===== config.mk =====
export PLATFORM = sky130hd
export DESIGN_NAME = instruction_fetch_unit_flat
export DESIGN_NICKNAME = d
export VERILOG_FILES = /design/src/rtl/instruction_fetch_unit_if.sv /design/src/rtl/instruction_fetch_unit.sv /design/src/flat_wrapper.sv
export SDC_FILE = /design/constraint.sdc
export NUM_CORES = 1
export LEC_CHECK = 0
export ABC_AREA = 1
export CAP_MARGIN = 15
export CORE_MARGIN = 4
export CORE_UTILIZATION = 45
export CTS_BUF_LIST = sky130_fd_sc_hd__clkbuf_2
export DETAILED_ROUTE_END_ITERATION = 6
export PLACE_DENSITY_LB_ADDON = 0.3
export SLEW_MARGIN = 10
export SYNTH_ARGS = -nofsm -noshare
export SYNTH_HDL_FRONTEND = slang
export SYNTH_SLANG_ARGS = --single-unit

===== constraint.sdc =====
create_clock -name clk -period 3.6 [get_ports clk]
set_input_delay 0.36 -clock clk [delete_from_list [all_inputs] [get_ports clk]]
set_output_delay 0.36 -clock clk [all_outputs]
set_load 0.05 [all_outputs]

===== src/rtl/instruction_fetch_unit_if.sv =====
// Bundles the instruction-memory port and the issue/redirect signals exchanged
// between the fetch unit and its neighbours. Direction suffixes are from the
// fetch unit's point of view.
interface instruction_fetch_unit_if;
  // instruction memory side
  logic        imem_read_o;
  logic [31:0] imem_address_o;
  logic [31:0] imem_readdata_i;
  logic        imem_busywait_i;
  // downstream (control unit / datapath) side
  logic        stall_i;
  logic        branch_taken_i;
  logic [7:0]  branch_offset_i;
  logic [31:0] pc_o;
  logic        instr_valid_o;
  logic [7:0]  opcode_o;
  logic [7:0]  dest_o;
  logic [7:0]  src1_o;
  logic [7:0]  src2_imm_o;

  // fetch unit
  modport master (
    output imem_read_o, imem_address_o, pc_o, instr_valid_o,
           opcode_o, dest_o, src1_o, src2_imm_o,
    input  imem_readdata_i, imem_busywait_i, stall_i,
           branch_taken_i, branch_offset_i
  );

  // memory and downstream logic
  modport slave (
    input  imem_read_o, imem_address_o, pc_o, instr_valid_o,
           opcode_o, dest_o, src1_o, src2_imm_o,
    output imem_readdata_i, imem_busywait_i, stall_i,
           branch_taken_i, branch_offset_i
  );
endinterface


===== src/rtl/instruction_fetch_unit.sv =====
// Three-state instruction fetch unit: IDLE -> FETCH -> ISSUE -> FETCH ...
// FETCH waits out memory busywait, latches the word into IR and bumps PC by 4.
// ISSUE presents the IR fields until downstream accepts, optionally applying a
// PC-relative word branch measured from the already-incremented PC.
module instruction_fetch_unit #(
  parameter logic [31:0] RESET_PC = 32'h0000_0000
) (
  input logic                     clk,
  input logic                     rst_n,
  instruction_fetch_unit_if.master bus
);

  typedef enum logic [1:0] {
    IDLE  = 2'd0,
    FETCH = 2'd1,
    ISSUE = 2'd2
  } state_t;

  state_t      state_q, state_d;
  logic [31:0] pc_q, pc_d;
  logic [31:0] ir_q, ir_d;
  logic [31:0] branch_delta;

  // Signed word offset scaled to bytes; arithmetic wraps modulo 2^32.
  assign branch_delta = {{22{bus.branch_offset_i[7]}}, bus.branch_offset_i, 2'b00};

  // Next-state logic; branch inputs only matter in ISSUE with no stall.
  always_comb begin
    state_d = state_q;
    pc_d    = pc_q;
    ir_d    = ir_q;
    case (state_q)
      IDLE: begin
        state_d = FETCH;
      end
      FETCH: begin
        if (!bus.imem_busywait_i) begin
          ir_d    = bus.imem_readdata_i;
          pc_d    = pc_q + 32'd4;
          state_d = ISSUE;
        end
      end
      ISSUE: begin
        if (!bus.stall_i) begin
          if (bus.branch_taken_i) begin
            pc_d = pc_q + branch_delta;
          end
          state_d = FETCH;
        end
      end
      default: begin
        state_d = IDLE;
      end
    endcase
  end

  // State registers; reset abandons any in-flight fetch or issue at once.
  always_ff @(posedge clk or negedge rst_n) begin
    if (!rst_n) begin
      state_q <= IDLE;
      pc_q    <= RESET_PC;
      ir_q    <= 32'h0000_0000;
    end else begin
      state_q <= state_d;
      pc_q    <= pc_d;
      ir_q    <= ir_d;
    end
  end

  // Handshake outputs decode registered state only, so no input reaches them.
  assign bus.imem_read_o    = (state_q == FETCH);
  assign bus.instr_valid_o  = (state_q == ISSUE);
  assign bus.imem_address_o = pc_q;
  assign bus.pc_o           = pc_q;
  assign bus.opcode_o       = ir_q[31:24];
  assign bus.dest_o         = ir_q[23:16];
  assign bus.src1_o         = ir_q[15:8];
  assign bus.src2_imm_o     = ir_q[7:0];

endmodule

===== src/flat_wrapper.sv =====
// flat-port wrapper written by rule: the top's interface ports become plain ports
module instruction_fetch_unit_flat 
#(
  parameter logic [31:0] RESET_PC = 32'h0000_0000
)
  (clk, rst_n, bus_imem_read_o, bus_imem_address_o, bus_pc_o, bus_instr_valid_o, bus_opcode_o, bus_dest_o, bus_src1_o, bus_src2_imm_o, bus_imem_readdata_i, bus_imem_busywait_i, bus_stall_i, bus_branch_taken_i, bus_branch_offset_i);
  instruction_fetch_unit_if bus_i ();
  input logic clk;
  input logic rst_n;
  output wire logic [$bits(bus_i.imem_read_o)-1:0] bus_imem_read_o;
  output wire logic [$bits(bus_i.imem_address_o)-1:0] bus_imem_address_o;
  output wire logic [$bits(bus_i.pc_o)-1:0] bus_pc_o;
  output wire logic [$bits(bus_i.instr_valid_o)-1:0] bus_instr_valid_o;
  output wire logic [$bits(bus_i.opcode_o)-1:0] bus_opcode_o;
  output wire logic [$bits(bus_i.dest_o)-1:0] bus_dest_o;
  output wire logic [$bits(bus_i.src1_o)-1:0] bus_src1_o;
  output wire logic [$bits(bus_i.src2_imm_o)-1:0] bus_src2_imm_o;
  input wire logic [$bits(bus_i.imem_readdata_i)-1:0] bus_imem_readdata_i;
  input wire logic [$bits(bus_i.imem_busywait_i)-1:0] bus_imem_busywait_i;
  input wire logic [$bits(bus_i.stall_i)-1:0] bus_stall_i;
  input wire logic [$bits(bus_i.branch_taken_i)-1:0] bus_branch_taken_i;
  input wire logic [$bits(bus_i.branch_offset_i)-1:0] bus_branch_offset_i;
  assign bus_imem_read_o = bus_i.imem_read_o;
  assign bus_imem_address_o = bus_i.imem_address_o;
  assign bus_pc_o = bus_i.pc_o;
  assign bus_instr_valid_o = bus_i.instr_valid_o;
  assign bus_opcode_o = bus_i.opcode_o;
  assign bus_dest_o = bus_i.dest_o;
  assign bus_src1_o = bus_i.src1_o;
  assign bus_src2_imm_o = bus_i.src2_imm_o;
  assign bus_i.imem_readdata_i = bus_imem_readdata_i;
  assign bus_i.imem_busywait_i = bus_imem_busywait_i;
  assign bus_i.stall_i = bus_stall_i;
  assign bus_i.branch_taken_i = bus_branch_taken_i;
  assign bus_i.branch_offset_i = bus_branch_offset_i;
  instruction_fetch_unit #(.RESET_PC(RESET_PC)) u_core (.clk(clk), .rst_n(rst_n), .bus(bus_i));
endmodule

After elaboration in Yosys (flattened, before gate mapping)
Cells that the tools add are included.
W data, S select, Z words.
- add/sub/neg operators: 2
- equal/unequal tests: 5
- muxes and demuxes: 7
- bitwise logic cells: 1
- reductions and logical operators: 5
- operators by type and width (kind ; number):
    $mux W32 ; 3
    $pmux W32 S2 ; 1
    $add A32 B3 Y32 const B ; 1
    $add A32 B32 Y32 ; 1
    $pmux W2 S3 ; 1
    $mux W2 ; 2
    $ne A2 B2 Y1 const B ; 2
    $reduce_and A2 Y1 ; 2
    $reduce_and A4 Y1 ; 1
    $eq A2 B1 Y1 const B ; 1
    $eq A2 B2 Y1 const B ; 1
    $logic_not A2 Y1 ; 1
    $ne A2 B1 Y1 const B ; 1
    $reduce_bool A2 Y1 ; 1
    $not A1 Y1 ; 1
- flip-flop bits (word level): 66
- input bits: 45
- output and inout port bits: 98
- word-level logic and storage cells: 23

Depth between registers and ports, before layout
Gate-level depths: netlist of run 1.
- depth after elaboration: 4
- mapped depth: 18

Worst setup path after synthesis of run 1
No wires, ideal clock.
- path type: reg2reg
- from: register u_core.state_q[1]
- to: register u_core.pc_q[30] (netlist: u_core.bus.imem_address_o[30])
- setup time: 0.118 ns
- arrival time: 2.144 ns
- data required time: 3.482 ns
- slack: 1.338 ns
- stages on the path, launching flop included: 19
- buffers on the path: 1
- period minus slack after synthesis: 2.262 ns
- cells stage by stage: dfrtp_1 -> buf_6 -> nand2_1 -> or2_2 -> ha_1 -> inv_1 -> fa_1 -> inv_1 -> nand2_1 -> nand3_1 -> nand2_1 -> nand2_2 -> nand2_1 -> nand2_2 -> nand3_1 -> nand2_1 -> nand2_1 -> nand3_1 -> nand2_1
- word-level cells in the longest chain between the ends: 3
- ends and longest elaborated chain (what ; line ; source):
    start, declared ; instruction_fetch_unit.sv:19 ; state_t state_q, state_d;
    start signal, assigned ; instruction_fetch_unit.sv:64 ; state_q <= state_d;
    $eq A2 B2 Y1 or $eq A2 B1 Y1 (tied branches) ; instruction_fetch_unit.sv:32 ; case (state_q)
    $ne A2 B1 Y1 (no line), or another cell as far along ; -- ;
    $reduce_and A4 Y1 (no line) ; -- ;
    end signal, assigned ; instruction_fetch_unit.sv:65 ; pc_q <= pc_d;
    end, declared ; instruction_fetch_unit.sv:20 ; logic [31:0] pc_q, pc_d;
Several ways; a longest one is shown, not always the timed one.
A chain may end at the register's enable or synchronous reset.

Final worst setup path of run 1
- from: register u_core.state_q[0]
- to: register u_core.pc_q[20] (netlist: u_core.bus.imem_address_o[20])
The elaborated chain is that of the path after synthesis.

==> metrics.md, run 1 <==
| Metric | Value |
|---|---|
| CP max stage cell | `dfrtp_1` |
| Avg WL per Cell | `14.9 um` |
| Unrepaired setup endpoints after global routing | `no` |
| Worst min path class | `input port to register` |
| Layout Skew | `0.0275 ns` |
| GRT overflow | `0` |
| Post-synthesis sequential area ratio | `32.9%` |
| First-pass GRT wire length | `24400 um` |
| Drt drc | `0` |
| Clk pin slew, worst setup/hold paths | `0.22 ns` |
| CP Max Fanout | `9` |
| Depth of the most critical reg-to-reg path | `17` |
| Ys async rst share | `100%` |
| Leak | `3.11 nW` |
| Total CTS buffers | `9` |
| Max VDD drop | `0.000698 V` |
| Critical Path Most Common Cell | `nand2_1` |
| Fin. max-slew vios | `0` |
| Fraction of layout cells with a size suffix above 1 | `8.55%` |
| Most common library cell in the layout ignoring fill and taps | `nand2_1` |
| Htree depth | `3` |
| Family with the most delay on the worst path | `simple AND/OR/NAND/NOR gates` |
| Via count | `5011` |
| Post-layout min period | `2.74 ns` |
| Tcrit/Tclk final | `76.2%` |
| R2R Setup Slk | `0.86 ns` |
| Area grow syn2layout | `28.3%` |
| Run status | `finished clean` |
| Most frequent cells in the layout | `302 x nand2_1, 137 x clkdlybuf4s50_1, 70 x inv_1` |
| Die W | `112 um` |
| Setup TNS | `0 ns` |
| CTS tree | `built` |
| Vias in the first global route | `4996` |
| Design area | `6240 um2` |
| Max_slew headroom | `37.4%` |
| Sequential cell area | `1600 um2` |
| Fin nets | `890` |
| CP Depth | `17` |
| Post-synth top flop | `dfrtp_1` |
| DR iter-0 viols | `389` |
| Max Buffers Root-to-Sink | `2` |
| Overall routing resource usage | `23.7%` |
| Multi-input logic area | `2600 um2` |
| Cell count after synthesis | `730` |
| Routed Antenna Nets | `0` |
| Worst skew pair latency | `0.53 ns` |
| Register bit count reported by yosys | `64` |
| Max-cap viol count | `0` |
| Crit. Startpoint | `u_core.state_q[0]` |
| Vias per Instance | `5.12` |
| Die area | `12500 um2` |
| WHS | `0.338 ns` |
| Diodes inserted | `0` |
| CP bufs+invs | `3` |
| CTS root buf | `clkbuf_2` |
| DRT Pass-1 Iters | `5` |
| Reg-to-reg critical path endpoint | `u_core.bus.imem_address_o[20]` |
| Post-CTS Repair Setup Buffers | `0` |
| Yosys Warn Count | `0` |
| Gpl congestion | `0.949` |
| Hold Crit Endpoint | `u_core.ir_q[2]` |
| CTS resizes | `0` |
| Critical Path RT | `4.04 ns` |
| Placed instance area | `6120 um2` |
| Die height | `112 um` |
| PortBufs | `138` |
| Reg-to-Reg Start | `u_core.state_q[0]` |
| CP cell instances | `inv_2 > nand2_1 > or2_2 > ha_1 > inv_1 > fa_1 > inv_1 > nand2_1 > nand3_1 > nand2_1 > nand2_2 > nand2_1 > nand2_2 > nand3_1 > nand3_1 > nand3_1 > nand2_1` |
| # IOs | `143` |
| Clock Sinks | `64` |
| Core area | `10400 um2` |
| Worst Path Arrival | `3.18 ns` |
| PD cells | `1030 nW/um2` |
| Synth unique cells | `39` |
| Fill count | `1017` |
| Initial Util | `46.7%` |
| Syn Area/Cell | `6.67 um2` |
| Post-Route WL | `14600 um` |
| Max incr delay on CP | `0.44 ns` |
| FMAX | `365 MHz` |
| Endpoint class of the critical path | `register` |
| Final setup vio count | `0` |
| HPWL after detailed placement | `11100 um` |
| # rows | `37` |
| HP Start | `bus_imem_readdata_i[2]` |
| Crit Path Class | `register to register` |
| Cts hold-fix bufs | `1` |
| Initial antenna violation count | `0` |
| Worst-Margin Slew | `0.939 ns` |
| Largest net degree at the start of global routing | `48` |
| Fin. Hold Viols | `0` |
| Number of synthesized flops with an enable pin | `0` |
| Hold Crit Depth | `3` |
| Mapped Area | `4870 um2` |
| CP Launch Type | `register` |
worst max path at each step:
| stage | end |
|---|---|
| 6_report | u_core.bus.imem_address_o[20] |
| 2_1_floorplan | u_core.bus.imem_address_o[30] |
| 3_3_place_gp | u_core.bus.imem_address_o[24] |
| 4_1_cts | u_core.bus.imem_address_o[28] |
| 3_5_place_dp | u_core.bus.imem_address_o[20] |
| 5_1_grt | u_core.bus.imem_address_o[28] |
metrics by stage:
step	total power, mW	setup WS [ns]	std cells	utilization, %
after floorplan	4.70	1.34	733	-
after global placement	5.90	0.966	961	58.7
after detailed placement	5.95	0.923	961	58.7
after CTS	6.44	0.866	978	59.9
after global routing	6.85	0.641	978	59.9
final	6.42	0.857	978	59.9
registers in the layout (all words and copies together) (netlist names):
name                       cells
u_core.ir_q                   32
u_core.state_q                 2
u_core.bus.imem_address_o     30
cell families (layout without fill, tap and decap cells):
group	count (synthesis)	after routing	synth area share, %
compound gates	52	52	7.33
xor+xnor	15	15	3.01
simple gates	459	459	40.5
fa+ha+maj	8	8	2.21
flops	64	64	32.9
other cells	1	4	0.0770
buf+inv	131	240	14.0
worst min-delay path: cells and delay by family:
kind	cells	cell delay [ns]
buffers and inverters	1	0.39
and+or+nand+nor	2	0.10
area by class of cell:
class / count / area share (%)
inverter: 77 / 4.67
clock inverter: 7 / 1.16
tap: 136 / 2.73
clock buffer: 9 / 0.721
multi-input combinational: 538 / 41.7
sequential: 64 / 25.7
timing repair buffer: 147 / 23.4
cell usage after synthesis, drive strengths merged, types with 3 or more instances:
cell	n	area share (%)
a31oi	3	0.69
xnor2	5	0.90
inv	76	5.9
buf	45	7.3
nand2	325	26
xor2	10	2.1
nand4	11	1.4
a41oi	16	2.9
o21ai	20	2.1
a21oi	8	0.82
ha	7	1.8
clkbuf	9	0.69
nand3	58	6.3
nor2	58	5.3
nand3b	3	0.46
dfrtp	64	33
routing by layer:
metal,up-vias,routed length (um),track usage [%]
met5,-,0,0
met4,0,261,7.93
met3,25,1450,6.41
met2,243,6660,37.4
met1,2266,6260,31.6
li1,2477,-,-
power by group:
group / internal (mW) / switching [mW] / leakage, nW
sequential: 1.04 / 0.314 / 0.800
combinational: 1.40 / 3.20 / 2.24
clock: 0.160 / 0.308 / 0.0679
total: 2.60 / 3.82 / 3.11
Power figures use the tool's default switching activity.
==> inputs of run 2 (changes only) <==
clock period = 2.75 ns   (was 3.6 ns; I/O delays follow)
==> run 2 against run 1 <==
Design area rose by 0.98%. Non-clock buffer count grew 7. Critical endpoint is now bus_instr_valid_o. Utilization is 0.59 points higher.
==> metrics.md, run 2 (synthesis results as in run 1) <==
| Metric | Value |
|---|---|
| Gpl congestion | `0.951 (+0.12%)` |
| Worst skew pair latency | `0.51 ns (-0.02 ns)` |
| Final Total Pwr | `8.55 mW (+33%)` |
| Core area | `10400 um2 (unchanged)` |
| R2R Setup Slk | `0.32 ns (-0.54 ns)` |
| CTS tree | `built` |
| Fin. max-slew vios | `0 (unchanged)` |
| Routed Antenna Nets | `0 (unchanged)` |
| Reg-to-Reg Start | `u_core.state_q[0]` |
| Clock Sinks | `64 (unchanged)` |
| Unrepaired setup endpoints after global routing | `no` |
| CP Launch Type | `register` |
| Leak | `3.15 nW (+1.3%)` |
| Max VDD drop | `0.000813 V (+16%)` |
| Most frequent cells in the layout | `302 x nand2_1, 137 x clkdlybuf4s50_1, 70 x inv_1` |
| FMAX | `385 MHz` |
| Endpoint class of the critical path | `output pin` |
| HPWL after detailed placement | `11500 um (+3.5%)` |
| Largest net degree at the start of global routing | `35 (-27%)` |
| Post-layout min period | `2.60 ns` |
| # rows | `37 (unchanged)` |
| PD cells | `1360 nW/um2 (+32%)` |
| Die W | `112 um (unchanged)` |
| Initial antenna violation count | `0 (unchanged)` |
| Post-Route WL | `14900 um (+1.8%)` |
| Htree depth | `3 (unchanged)` |
| Die area | `12500 um2 (unchanged)` |
| Design area | `6300 um2 (+0.98%)` |
| DRT Pass-1 Iters | `5 (unchanged)` |
| Layout Skew | `0.0418 ns (+0.0143 ns)` |
| Fill count | `1012 (-0.49%)` |
| Max-cap viol count | `0 (unchanged)` |
| Area grow syn2layout | `29.5%` |
| Drt drc | `0 (unchanged)` |
| Worst Path Arrival | `2.32 ns (-0.86 ns)` |
| # IOs | `143 (unchanged)` |
| Setup TNS | `0 ns (unchanged)` |
| Final core occ | `60.5% (+0.59 points)` |
| Fraction of layout cells with a size suffix above 1 | `9.19% (+0.64 points)` |
| Max reg flops | `32 (unchanged)` |
| Worst min path class | `input port to async pin` |
| Via count | `5059 (+0.96%)` |
| Worst-Margin Slew | `0.933 ns (-0.00548 ns)` |
| Placed instance area | `6130 um2 (+0.29%)` |
| Fin nets | `897 (+0.79%)` |
| Initial Util | `46.7% (unchanged)` |
| Overall routing resource usage | `23.7% (about the same)` |
| Total CTS buffers | `9 (unchanged)` |
| Max Buffers Root-to-Sink | `2 (unchanged)` |
| Reg-to-reg critical path endpoint | `u_core.bus.imem_address_o[27]` |
| Tcrit/Tclk final | `94.5%` |
| PortBufs | `138 (unchanged)` |
| Die height | `112 um (unchanged)` |
| First-pass GRT wire length | `24200 um (-0.65%)` |
| Vias per Instance | `5.14 (+0.24%)` |
| CTS root buf | `clkbuf_2` |
| Critical Path RT | `2.48 ns (-1.56 ns)` |
| Fin. Hold Viols | `0 (unchanged)` |
| Largest register by flop count | `u_core.ir_q` |
| Depth of the most critical reg-to-reg path | `15 (-2)` |
| Run status | `finished clean` |
| GRT overflow | `0 (unchanged)` |
| Clk pin slew, worst setup/hold paths | `0.22 ns (about the same)` |
| CP Max Fanout | `10 (+1)` |
| Crit Path Class | `register to output pin` |
| Diodes inserted | `0 (unchanged)` |
| Final setup vio count | `0 (unchanged)` |
| Vias in the first global route | `5009 (+0.26%)` |
| Max_slew headroom | `37.7% (+0.37 points)` |
| Avg WL per Cell | `15.1 um (+1.1%)` |
| DR iter-0 viols | `337 (-13%)` |
| Most common library cell in the layout ignoring fill and taps | `nand2_1` |
[run 2: cell count changes in the layout (fill, tap and decap cells not counted), sizes merged]
cell | before | now
clkbuf | 9 | 11
clkinv | 5 | 4
buf | 9 | 16
bufinv | 1 | 2
clkinvlp | 2 | 0
[run 2: repair_timing]
action,4_1_cts,5_1_grt
endpoints found under the hold margin,22,0
hold buffers,1,0
gates resized for setup,0,1
buffers inserted,0,3
setup endpoints to repair,0,8
[run 2: cell type report]
type	instances	area (um2)	area share (%)
multi-input cells	538	2600	41.3
clock buffers	11	55.1	0.873
repair buffers	154	1500	23.8
well taps	136	170	2.70
clock inverters	5	81.3	1.29
flip-flops and latches	64	1600	25.4
inverters	77	294	4.66
[run 2: worst max path at each step]
| stage | startpoint | end | slack (ns) | cells after the start |
|---|---|---|---|---|
| floorplan | u_core.state_q[1] | u_core.bus.imem_address_o[30] | 0.49 | 18 |
| global placement | bus_branch_offset_i[0] | u_core.bus.imem_address_o[20] | 0.25 | 17 |
| detailed placement | bus_branch_offset_i[0] | u_core.bus.imem_address_o[20] | 0.18 | 17 |
| CTS | u_core.state_q[1] | bus_instr_valid_o | 0.12 | 5 |
| global route | u_core.state_q[1] | bus_instr_valid_o | 0.02 | 5 |
| finish | u_core.state_q[1] | bus_instr_valid_o | 0.15 | 5 |
[run 2: routing by layer]
layer | vias up | GRT usage [%] | share of wire [%]
li1 | 2489 | - | -
met1 | 2327 | 29.7 | 42
met2 | 223 | 38.8 | 47
met3 | 20 | 7.83 | 9.4
met4 | 0 | 7.45 | 1.7
met5 | - | 0 | 0
[run 2: power by group]
group | switching, mW | internal (mW) | total, mW
Sequential | 0.414 | 1.37 | 1.78
Combinational | 4.21 | 1.86 | 6.07
Clock | 0.387 | 0.310 | 0.696
Total | 5.01 | 3.54 | 8.55
[run 2: critical path, cell delays in order, from the launching register on]
cell and delay [ns]:
dfrtp_1 0.39, buf_4 0.19, inv_2 0.06, nor2_2 0.11, buf_4 0.23, clkdlybuf4s50_1 0.83
[run 2: per-stage QoR]
step	setup slack, ns	instances	hold WS [ns]
finish	0.153	985	0.247
global route	0.0206	985	0.223
CTS	0.117	982	0.220
detailed placement	0.183	965	0.308
global placement	0.253	965	0.297
floorplan	0.488	733	-0.0206
==> edit 1: new RTL, settings of run 2 <==
Encoding of `state_t`: now one-hot (3 bits for 3 states).
--- a/src/rtl/instruction_fetch_unit.sv
+++ b/src/rtl/instruction_fetch_unit.sv
@@ -11,8 +11,8 @@
 );
 
-  typedef enum logic [1:0] {
-    IDLE  = 2'd0,
-    FETCH = 2'd1,
-    ISSUE = 2'd2
+  typedef enum logic [2:0] {
+    IDLE  = 3'b001,
+    FETCH = 3'b010,
+    ISSUE = 3'b100
   } state_t;
 
Behaviour: same outputs for any inputs over 4 cycles, from zero or initial values and one cycle with rst_n low; so few cycles prove little.
==> edit 1 against run 2 <==
Synthesized cell count shrank 9.0%. Routed wire length shrank 3.1%. Final cell count shrank 5.8%. Die area shrank 0.60%. Worst setup slack lost 0.059 ns. Final area grew 1.5%. Hold slack gained 0.020 ns. Via count shrank 3.5%. Total power shrank 5.9%. Sequential cell count grew 1. Area after synthesis shrank 0.64%. Utilization grew 0.94 points.
==> edit 1: results <==
metrics = {
    "run_status": {
        "run_status": "completed",
    },
    "yosys": {
        "syn_area_per_cell_um2": 7.28,
        "synth.area.top_cells": "dfrtp_1, nand2_1, mux2_2",
        "synth_common_cells": "nand2_1, inv_1, dfrtp_1",
    },
    "detailed_routing": {
        "met2WireLength_um": 6560,
        "met1Wirelength_um": 6020,
        "wl_met3_um": 1480,
        "via_per_inst": 5.26,
        "drt_iter0_drc": 323,
        "wl_per_cell_um": 15.5,
    },
    "critical_path": {
        "r2r-end": "u_core.bus.imem_address_o[26]",
        "timing.rr.start": "u_core.state_q[0]",
        "worstPathMaxFanout": 5,
        "crit_arrival_ns": 3.08,
    },
    "grt": {
        "grt_pass1_wl_um": 23400,
        "globalRouteTotalUtil_pct": 22.8,
    },
    "pwr": {
        "sequentialPowerShare_pct": 22.0,
        "switching_share_pct": 57.0,
    },
    "layout": {
        "final_cells": 928,
        "final_area_um2": 6400,
        "fill_cells": 941,
    },
    "timing": {
        "finClkSkew_ns": 0.0339,
        "worst_pin_slew_ns": 0.637,
    },
    "cts": {
        "clk_latency_ns": 0.53,
    },
    "placement": {
        "place_inst": 903,
        "place_area_um2": 6140,
        "pre_cts_ws_ns": -0.0374,
    },
}
edit 1: changes by cell type after synthesis, moves of 5 or more:
cell / delta
buf_4: +5
clkbuf_1: -8
inv_1: +10
mux2_2: +32
nand2_1: -101
nand2_2: -8
nand3_1: -12
nand4_1: +12
nor2_2: +5
o21ai_1: +5
edit 1: power groups by stage:
stage	clock network (mW)	logic [mW]	registers (mW)
floorplan	0	2.65	3.17
global placement	0	5.52	1.76
detailed placement	0	5.57	1.80
CTS	0.648	5.60	1.77
global route	0.689	5.97	1.85
finish	0.630	5.64	1.77
edit 1: worst max-delay path: stages, from the launching register on:
cell and delay [ns]:
dfstp_2 0.60, nor2_4 0.05, nand2_4 0.09, or2_2 0.13
ha_2 0.18, inv_1 0.06, fa_2 0.40, inv_2 0.07
nand2_1 0.06, nand3_2 0.07, nand2_2 0.07, o21ai_4 0.22
buf_6 0.12, buf_4 0.11, nand3_2 0.09, nand3_1 0.08
nand2_1 0.05, nand3_1 0.06, nand2_1 0.05
edit 1: area by class of cell:
class | count | share of cell area [%]
inverter | 87 | 5.16
clock inverter | 7 | 1.21
clock buffer | 9 | 0.704
timing repair buffer | 160 | 24.4
sequential | 65 | 25.4
multi-input combinational | 464 | 40.5
tap | 136 | 2.66
edit 1: kinds of logic (layout without fill, tap and decap cells):
group / count (synthesis) / count (layout) / synth area share (%)
simple gates: 352 / 352 / 32.3
buf+inv: 138 / 263 / 14.4
flops: 65 / 65 / 33.7
compound gates: 58 / 58 / 7.99
mux: 33 / 33 / 7.66
xor+xnor: 9 / 9 / 1.63
fa+ha+maj: 8 / 8 / 2.23
other cells: 1 / 4 / 0.0775
edit 1: worst max path at each step:
stage / from / end / slack, ns / depth (start not counted)
finish: u_core.state_q[0] / u_core.bus.imem_address_o[26] / 0.09 / 18
global route: u_core.state_q[0] / u_core.bus.imem_address_o[22] / -0.04 / 18
CTS: u_core.state_q[0] / u_core.bus.imem_address_o[28] / 0.02 / 18
detailed placement: u_core.state_q[0] / u_core.bus.imem_address_o[30] / -0.04 / 18
global placement: u_core.state_q[0] / u_core.bus.imem_address_o[30] / 0.07 / 18
floorplan: u_core.state_q[0] / u_core.bus.imem_address_o[21] / 0.15 / 19
edit 1: repair_timing:
action | in CTS | in global routing
gates resized for setup | 4 | 18
endpoints found under the setup margin | 7 | 15
pin swaps | 0 | 4
endpoints found under the hold margin | 24 | 0
buffers inserted | 1 | 7
hold buffers | 1 | 0
edit 1: per-layer routing:
layer,GRT usage (%),up-vias
met4,8.60,0
met2,37.1,238
met3,6.58,30
met1,28.8,2255
li1,-,2360
met5,0,-
==> edit 2: new RTL, settings of run 2 <==
Without the edit above. Make the reset (`rst_n`) synchronous in one clocked block.
--- a/src/rtl/instruction_fetch_unit.sv
+++ b/src/rtl/instruction_fetch_unit.sv
@@ -56,5 +56,5 @@
 
   // State registers; reset abandons any in-flight fetch or issue at once.
-  always_ff @(posedge clk or negedge rst_n) begin
+  always_ff @(posedge clk) begin
     if (!rst_n) begin
       state_q <= IDLE;
Function: differs if rst_n is asserted again (counterexample within 4 cycles, from zero or initial values and one cycle with rst_n low); with rst_n held inactive, the same outputs for 10 cycles.
==> edit 2 against run 2 <==
First-iteration DRC count up 3.0%. Routed wire length is 4.2% lower. Final cell count is 4.5% higher. Final area decreased by 2.1%. Hold slack got worse by 0.14 ns. Critical path type unchanged. Worst setup slack better by 0.078 ns. Sequential cell count unchanged. Area after synthesis decreased by 1.5%. Utilization is 1.0 points lower. Via count grew 1.7%.
Power is left out: it rests on default switching activity, and per cell area and clock period it moved more than threefold.
==> edit 2: results <==
metrics = {
    "run_status": {
        "run_status": "completed",
    },
    "layout": {
        "drive_above_1_share_pct": 8.17,
        "nets": 941,
    },
    "yosys": {
        "synthAdderAreaFrac_pct": 2.24,
        "synth_flop_cell": "dfxtp_1",
        "synth-xor-area-share_pct": 2.74,
        "synth_cell_types": 37,
        "synth_compound_area_share_pct": 13.3,
        "synthCells": 785,
        "ys_seq_area_share_pct": 26.7,
    },
    "timing": {
        "hold-worst-slack_ns": 0.104,
        "finClkSkew_ns": 0.0162,
        "max_slew_margin_pct": 64.0,
    },
    "detailed_routing": {
        "via_per_inst": 5.00,
        "met1Wirelength_um": 6470,
        "drt_iter0_drc": 347,
        "met2WireLength_um": 6290,
        "wl_met3_um": 1260,
        "num_vias": 5144,
    },
    "placement": {
        "dpl.hpwl_um": 10800,
        "gp_congestion": 0.965,
        "place_inst": 1013,
    },
    "grt": {
        "globalRouteTotalUtil_pct": 22.6,
        "grt_max_degree": 51,
        "grt_pass1_vias": 4822,
    },
    "min_path": {
        "hold_path.class": "in2reg",
    },
}
edit 2: changes by cell type in the layout (fill, tap and decap cells not counted), moves of 6 or more:
| cell | delta |
|---|---|
| a21oi_1 | +11 |
| dfrtp_1 | -64 |
| dfxtp_1 | +64 |
| inv_1 | +36 |
| nand2_1 | -102 |
| nand2_2 | -6 |
| nand3_1 | -8 |
| nor2_1 | +72 |
| o21ai_0 | +42 |
| xor2_1 | +6 |
edit 2: cell families after synthesis:
kind of cell,Yosys count
xor gates and xnor gates,15
other,1
and+or+nand+nor,414
AOI/OAI and AO/OA,106
buffers and inverters,177
DFF,64
adders and majority gates,8
edit 2: final timing paths:
kind                           from                             to  slack, ns  cells after the start
setup / recovery  u_core.state_q[1]              bus_instr_valid_o       0.23                      5
hold / removal                rst_n  u_core.bus.imem_address_o[14]       0.10                      3
setup reg to reg  u_core.state_q[0]  u_core.bus.imem_address_o[16]       0.28                     18
hold reg to reg     u_core.ir_q[16]                u_core.ir_q[16]       0.54                      2
edit 2: metrics by stage:
stage / area [um2] / worst slack, ns
finish: 6170 / 0.230
global route: 6170 / 0.00650
CTS: 6160 / 0.199
detailed placement: 6050 / 0.178
global placement: 6050 / 0.216
floorplan: 4810 / 0.431
edit 2: routing by layer:
metal | global-route usage, % | vias up
li1 | - | 2642
met3 | 6.22 | 18
met5 | 0 | -
met4 | 5.52 | 0
met2 | 35.9 | 195
met1 | 30.6 | 2289
edit 2: worst min-delay path, cell delays in order:
cell	delay (ns)
buf_2	0.19
nand2_1	0.10
inv_1	0.03
edit 2: final cells by class:
cell class / instances / area [um2] / area share [%]
Multi-Input combinational cell: 547 / 2680 / 43.5
Clock buffer: 9 / 45.0 / 0.730
Clock inverter: 7 / 71.3 / 1.16
Inverter: 115 / 434 / 7.04
Timing Repair Buffer: 151 / 1490 / 24.1
Tap cell: 136 / 170 / 2.76
Sequential cell: 64 / 1280 / 20.8
edit 2: repair_timing:
item | 4_1_cts | 5_1_grt
endpoints found under the setup margin | 0 | 8
hold endpoints to repair | 0 | 0
resized for setup | 0 | 2
